`src/rtl/cla_seq_ctrl_if.sv`:
```
// Request/result bundle of the sequential 128-bit carry-lookahead add/subtract unit.
// start is a request sampled only while not busy; busy is the inverse of ready; done pulses for one cycle with sum/cout/ovf valid and held afterwards.
interface cla_seq_ctrl_if;
    logic         start;
    logic         sub;
    logic         cin;
    logic [127:0] A;
    logic [127:0] B;
    logic         busy;
    logic         done;
    logic [127:0] sum;
    logic         cout;
    logic         ovf;

    modport master (
        output start, sub, cin, A, B,
        input  busy, done, sum, cout, ovf
    );

    modport slave (
        input  start, sub, cin, A, B,
        output busy, done, sum, cout, ovf
    );
endinterface

```
`src/rtl/cla_seq_ctrl.sv`:
```
// Sequential 128-bit add/subtract: one shared 32-bit carry-lookahead adder processes
// one word per cycle, LSW first. state_dbg exposes the FSM (IDLE=0, RUN=1, DONE=2).
module CarryLookAheadAdder32bit (
    input  logic [31:0] a,
    input  logic [31:0] b,
    input  logic        cin,
    output logic [31:0] s,
    output logic        cout
);
    logic [31:0] g;
    logic [31:0] p;
    logic [7:0]  grp_g;
    logic [7:0]  grp_p;
    logic [8:0]  grp_c;
    logic [31:0] c;

    assign g = a & b;
    assign p = a ^ b;

    always_comb begin
        grp_g = '0;
        grp_p = '0;
        for (int k = 0; k < 8; k++) begin
            grp_g[k] = g[4*k+3] | (p[4*k+3] & g[4*k+2]) | (p[4*k+3] & p[4*k+2] & g[4*k+1])
                     | (p[4*k+3] & p[4*k+2] & p[4*k+1] & g[4*k]);
            grp_p[k] = p[4*k+3] & p[4*k+2] & p[4*k+1] & p[4*k];
        end
    end

    // Group carries are each a closed-form function of group G/P and cin.
    always_comb begin
        logic acc;
        grp_c = '0;
        grp_c[0] = cin;
        for (int k = 0; k < 8; k++) begin
            acc = cin;
            for (int j = 0; j <= k; j++) begin
                acc = grp_g[j] | (grp_p[j] & acc);
            end
            grp_c[k+1] = acc;
        end
    end

    always_comb begin
        c = '0;
        for (int k = 0; k < 8; k++) begin
            c[4*k]   = grp_c[k];
            c[4*k+1] = g[4*k] | (p[4*k] & grp_c[k]);
            c[4*k+2] = g[4*k+1] | (p[4*k+1] & g[4*k]) | (p[4*k+1] & p[4*k] & grp_c[k]);
            c[4*k+3] = g[4*k+2] | (p[4*k+2] & g[4*k+1]) | (p[4*k+2] & p[4*k+1] & g[4*k])
                     | (p[4*k+2] & p[4*k+1] & p[4*k] & grp_c[k]);
        end
    end

    assign s    = p ^ c;
    assign cout = grp_c[8];
endmodule

module cla_seq_ctrl (
    input  logic           clk,
    input  logic           rst,
    cla_seq_ctrl_if.slave  bus,
    output logic [1:0]     state_dbg
);
    typedef enum logic [1:0] {
        IDLE = 2'd0,
        RUN  = 2'd1,
        DONE = 2'd2
    } state_t;

    state_t       state;
    state_t       state_nxt;
    logic [127:0] a_q;
    logic [127:0] b_q;
    logic         carry_q;
    logic [1:0]   idx;
    logic [95:0]  part_q;
    logic [127:0] sum_q;
    logic         cout_q;
    logic         ovf_q;
    logic [31:0]  a_word;
    logic [31:0]  b_word;
    logic [31:0]  add_s;
    logic         add_c;
    logic         accept;

    always_comb begin
        a_word = a_q[31:0];
        b_word = b_q[31:0];
        case (idx)
            2'd0: begin a_word = a_q[31:0];   b_word = b_q[31:0];   end
            2'd1: begin a_word = a_q[63:32];  b_word = b_q[63:32];  end
            2'd2: begin a_word = a_q[95:64];  b_word = b_q[95:64];  end
            default: begin a_word = a_q[127:96]; b_word = b_q[127:96]; end
        endcase
    end

    CarryLookAheadAdder32bit u_cla (
        .a    (a_word),
        .b    (b_word),
        .cin  (carry_q),
        .s    (add_s),
        .cout (add_c)
    );

    assign accept = bus.start && ((state == IDLE) || (state == DONE));

    always_ff @(posedge clk) begin
        if (rst) state <= IDLE;
        else     state <= state_nxt;
    end

    always_comb begin
        state_nxt = state;
        case (state)
            IDLE:    if (bus.start) state_nxt = RUN;
            RUN:     if (idx == 2'd3) state_nxt = DONE;
            DONE:    state_nxt = bus.start ? RUN : IDLE;
            default: state_nxt = IDLE;
        endcase
    end

    // Subtraction is A + ~B + 1, so inversion and the forced carry happen at capture.
    always_ff @(posedge clk) begin
        if (rst) begin
            a_q     <= '0;
            b_q     <= '0;
            carry_q <= 1'b0;
            idx     <= 2'd0;
            part_q  <= '0;
            sum_q   <= '0;
            cout_q  <= 1'b0;
            ovf_q   <= 1'b0;
        end else if (accept) begin
            a_q     <= bus.A;
            b_q     <= bus.sub ? ~bus.B : bus.B;
            carry_q <= bus.sub ? 1'b1 : bus.cin;
            idx     <= 2'd0;
        end else if (state == RUN) begin
            carry_q <= add_c;
            idx     <= idx + 2'd1;
            case (idx)
                2'd0: part_q[31:0]  <= add_s;
                2'd1: part_q[63:32] <= add_s;
                2'd2: part_q[95:64] <= add_s;
                default: begin
                    sum_q  <= {add_s, part_q};
                    cout_q <= add_c;
                    ovf_q  <= (a_q[127] == b_q[127]) && (add_s[31] != a_q[127]);
                end
            endcase
        end
    end

    assign bus.busy  = (state == RUN);
    assign bus.done  = (state == DONE);
    assign bus.sum   = sum_q;
    assign bus.cout  = cout_q;
    assign bus.ovf   = ovf_q;
    assign state_dbg = state;
endmodule

```
`src/flat_wrapper.sv`:
```
// flat-port wrapper written by rule: the top's interface ports become plain ports
module cla_seq_ctrl_flat 
  (clk, rst, state_dbg, bus_start, bus_sub, bus_cin, bus_A, bus_B, bus_busy, bus_done, bus_sum, bus_cout, bus_ovf);
  cla_seq_ctrl_if bus_i ();
  input  logic clk;
  input  logic rst;
  output logic [1:0] state_dbg;
  input wire logic [$bits(bus_i.start)-1:0] bus_start;
  input wire logic [$bits(bus_i.sub)-1:0] bus_sub;
  input wire logic [$bits(bus_i.cin)-1:0] bus_cin;
  input wire logic [$bits(bus_i.A)-1:0] bus_A;
  input wire logic [$bits(bus_i.B)-1:0] bus_B;
  output wire logic [$bits(bus_i.busy)-1:0] bus_busy;
  output wire logic [$bits(bus_i.done)-1:0] bus_done;
  output wire logic [$bits(bus_i.sum)-1:0] bus_sum;
  output wire logic [$bits(bus_i.cout)-1:0] bus_cout;
  output wire logic [$bits(bus_i.ovf)-1:0] bus_ovf;
  assign bus_i.start = bus_start;
  assign bus_i.sub = bus_sub;
  assign bus_i.cin = bus_cin;
  assign bus_i.A = bus_A;
  assign bus_i.B = bus_B;
  assign bus_busy = bus_i.busy;
  assign bus_done = bus_i.done;
  assign bus_sum = bus_i.sum;
  assign bus_cout = bus_i.cout;
  assign bus_ovf = bus_i.ovf;
  cla_seq_ctrl u_core (.clk(clk), .rst(rst), .bus(bus_i), .state_dbg(state_dbg));
endmodule
```
`config.mk`:
```
export PLATFORM = sky130hd
export DESIGN_NAME = cla_seq_ctrl_flat
export DESIGN_NICKNAME = d
export VERILOG_FILES = /design/src/rtl/cla_seq_ctrl_if.sv /design/src/rtl/cla_seq_ctrl.sv /design/src/flat_wrapper.sv
export SDC_FILE = /design/constraint.sdc
export NUM_CORES = 1
export LEC_CHECK = 0
export ABC_AREA = 1
export BUFFER_PORTS_ARGS = -buffer_cell sky130_fd_sc_hd__clkbuf_2
export CORE_ASPECT_RATIO = 1.1
export CORE_UTILIZATION = 56
export DETAILED_ROUTE_END_ITERATION = 6
export PLACE_DENSITY_LB_ADDON = 0.08
export SLEW_MARGIN = 5
export SYNTH_ARGS = -nofsm -noshare
export SYNTH_HDL_FRONTEND = slang
export SYNTH_HIERARCHICAL = 1
export SYNTH_SLANG_ARGS = --single-unit
```
`constraint.sdc`:
```
create_clock -name clk -period 4.05 [get_ports clk]
set_input_delay 0.2025 -clock clk [delete_from_list [all_inputs] [get_ports clk]]
set_output_delay 0.2025 -clock clk [all_outputs]
set_load 0.005 [all_outputs]
```
==> results by group <==
Status
  • Status: complete, no violations

Timing
  • Final Hold Vio Count: 0
  • Tmin final: 3870 ps
  • Worst Skew: 31.6 ps
  • Worst Hold Slack: 13.2 ps
  • Rel. slew slack: 0.232
  • Fmax: 259 MHz
  • Worst-margin pin slew: 1150 ps
  • Pins Over Slew Limit: 0
  • Final setup viols: 0
  • Final Cycle Share: 0.955
  • Min setup slack post-route: 182 ps

Floorplan
  • Core Rows: 74
  • Core ar.: 0.0371 sq mm
  • Initial core utilization: 0.568
  • Die W: 187 um
  • Die area: 0.0385 sq mm
  • Die Height: 206 um
  • I/O pins: 395

Worst setup path
  • Crit. End Element: flip-flop
  • Slowest CP cell: fa_1
  • Startpoint Class: flip-flop
  • Reg2Reg Depth: 22
  • Buf/Inv on CP: 2
  • Crit path top cell by count: nand2_4
  • Worst Path Required: 4530 ps
  • Worst path cell trace: inv_1 -> ha_4 -> buf_4 -> a21oi_1 -> a31oi_1 -> ha_1 -> nand3_1 -> nand2_1 -> a41oi_1 -> nand2_2 -> nand2_2 -> nand2_4 -> nand2_4 -> nand2_4 -> nand2_4 -> nand2_4 -> nand2_4 -> nand2_4 -> fa_1 -> xor2_2 -> nand3_1 -> a21oi_1
  • Largest stage delay on the critical path: 410 ps
  • Crit Path Category: reg2reg
  • Top Family by Delay on Critical Path: adder cells
  • CP max FO: 14
  • Worst Path Arrival: 4350 ps
  • Stages on worst setup path: 22

Power
  • Leak pwr: 11.5 nW
  • Gate power share: 0.164
  • Power per cell area: 427 mW/mm^2
  • Seq pwr share: 0.451
  • Internal Pwr Total: 8.37 mW
  • VDD IR-drop max: 0.383 mV
  • Switching power: 3.24 mW
  • Sw frac: 0.279
  • Clock power share: 0.384

Placement
  • Hpwl dp: 46.7 mm
  • Port Buffers: 394
  • Gpl congestion: 0.933
  • Setup WS pre-CTS: -109 ps

Detailed routing
  • Initial DRT Pass Iterations: 7
  • Post-DR wirelength/cell: 19.0 um
  • Met1 wire length: 28.2 mm
  • Met3 wire length: 4.85 mm
  • Drt drc: 0
  • Routed Antenna Nets: 0
  • Met2 routed WL: 36.1 mm
  • Initial DRC Count: 2124
  • DR top layer: met5
  • Via count: 21500
  • Vias per std cell: 5.55
  • Final WL: 73.7 mm

Final layout
  • Most common cell after layout, fill and taps aside: nor2_1
  • Nets: 3645
  • Share of cells above drive strength 1: 0.167
  • Most frequent cells in the layout: nor2_1 (589), nand2_1 (531), dfxtp_1 (485), clkbuf_2 (392), a21oi_1 (311)
  • Area growth syn-to-layout: 28.7%

Clocking
  • Worst-path clk slew: 70 ps
  • Clock sinks: 487
  • CTS tree: done
  • Clk root buf: clkbuf_16
  • Clock Latency Late Sink: 590 ps
  • Clock buffer count from CTS: 47
  • H-tree levels: 2
  • Clock Tree Buf Depth: 3

Global routing
  • Initial antenna violation count: 5
  • Largest net degree at the start of global routing: 151
  • Number of global-route vias before repair: 20500
  • Grt ovf: 0
  • First-pass GRT wire length: 110 mm
  • Total global-route track usage: 0.366

Logic synthesis
  • Netlist cell types: 29
  • Cell Area, Synth: 0.0211 sq mm
  • Mapped Cells: 2832
  • Top_reg_cell synth: dfxtp_1
  • Post-synth EDFFs: 0
  • Yosys warning count: 6
  • FF+latch count, synth: 487
  • Mapped Avg Cell Area: 7.45 sq um
  • Sequential fraction of the synthesis area: 0.462
  • Synthesized Nets: 3138
  • Ys async rst share: 0

Run
  • Total of max-cap violations: 0

Hold path
  • Hold Path Depth: 4
  • Min-Delay Path Class: in2reg
## layer usage
layer  global-route usage  vias to the layer above
met5                    0                        -
met4                0.231                        2
met3               0.0536                      246
met2                0.635                     1036
met1                0.426                     9985
li1                     -                    10200
## power by group through the flow
| stage | Sequential [mW] | Combinational, mW | Clock [mW] |
|---|---|---|---|
| 2_1_floorplan | 5.25 | 1.03 | 0 |
| 3_3_place_gp | 5.33 | 1.60 | 0 |
| 3_5_place_dp | 5.33 | 1.63 | 0 |
| 4_1_cts | 5.23 | 1.81 | 4.50 |
| 5_1_grt | 5.26 | 2.03 | 4.69 |
| 6_report | 5.24 | 1.91 | 4.46 |
## cells in the mapped netlist, types with 31 or more instances
library cell	n	area share
a21oi_1	313	0.074
a31oi_1	64	0.019
buf_2	88	0.021
clkbuf_1	95	0.017
dfxtp_1	487	0.46
ha_1	37	0.022
inv_1	31	0.0055
nand2_1	531	0.094
nand3_1	113	0.027
nor2_1	589	0.10
o21ai_0	219	0.052
o21ai_1	38	0.0090
xor2_1	143	0.059
## flip-flops by register name (all words and copies together), names as in the netlist
| signal | count |
|---|---|
| u_core/part_q | 96 |
| u_core/carry_q | 1 |
| u_core/a_q | 128 |
| u_core/bus.sum | 128 |
| u_core/b_q | 128 |
| u_core/bus.ovf | 1 |
| u_core/idx | 2 |
| u_core/state_dbg | 2 |
| u_core/bus.cout | 1 |
## worst min-delay path, delay by kind of cell
| kind | cells | cell delay [ps] |
|---|---|---|
| simple gates | 2 | 200 |
| buf+inv | 1 | 90 |
| xor+xnor | 1 | 50 |
## worst paths after layout
path | start | to | slack, ps
hold reg to reg | u_core/part_q[89] | u_core/bus.sum[89] | 460
setup reg to reg | u_core/idx[0] | u_core/part_q[93] | 180
hold / removal | bus_B[83] | u_core/b_q[83] | 10
setup / recovery | u_core/idx[0] | u_core/part_q[93] | 180
## final cells by class
| type | count | area [sq um] |
|---|---|---|
| diodes | 4 | 10.0 |
| clock buffers | 70 | 1330 |
| clock inverters | 14 | 229 |
| fillers | 2852 | 9970 |
| inverters | 35 | 141 |
| multi-input cells | 2091 | 10300 |
| flip-flops and latches | 487 | 9750 |
| well taps | 494 | 618 |
| repair buffers | 677 | 4760 |
## cells by family after synthesis
group | Yosys count | synth area share
AND/OR/NAND/NOR | 1260 | 0.236
AO/OA/AOI/OAI | 637 | 0.155
flip-flops | 487 | 0.462
buffers and inverters | 254 | 0.0551
XOR/XNOR | 149 | 0.0618
adder cells (fa/ha/maj) | 45 | 0.0295
## stage by stage
stage | setup TNS [ps] | instance area (sq um) | power (mW) | utilization | std cells
finish | 0 | 27200 | 11.6 | 0.732 | 3872
global route | -9.14 | 27200 | 12.0 | 0.732 | 3871
CTS | 0 | 27000 | 11.5 | 0.728 | 3858
detailed placement | -677 | 23200 | 6.96 | 0.624 | 3548
global placement | 0 | 23200 | 6.93 | 0.624 | 3548
floorplan | 0 | 21100 | 6.28 | - | 2832
## what timing repair did
item	4_1_cts	5_1_grt
hold buffers	225	0
hold endpoints to repair	225	0
gates resized for setup	3	11
pin swaps	0	3
setup endpoints to repair	15	19
buffers inserted	1	10
cloned	0	0
No activity file was read; power rests on OpenSTA's default activity.
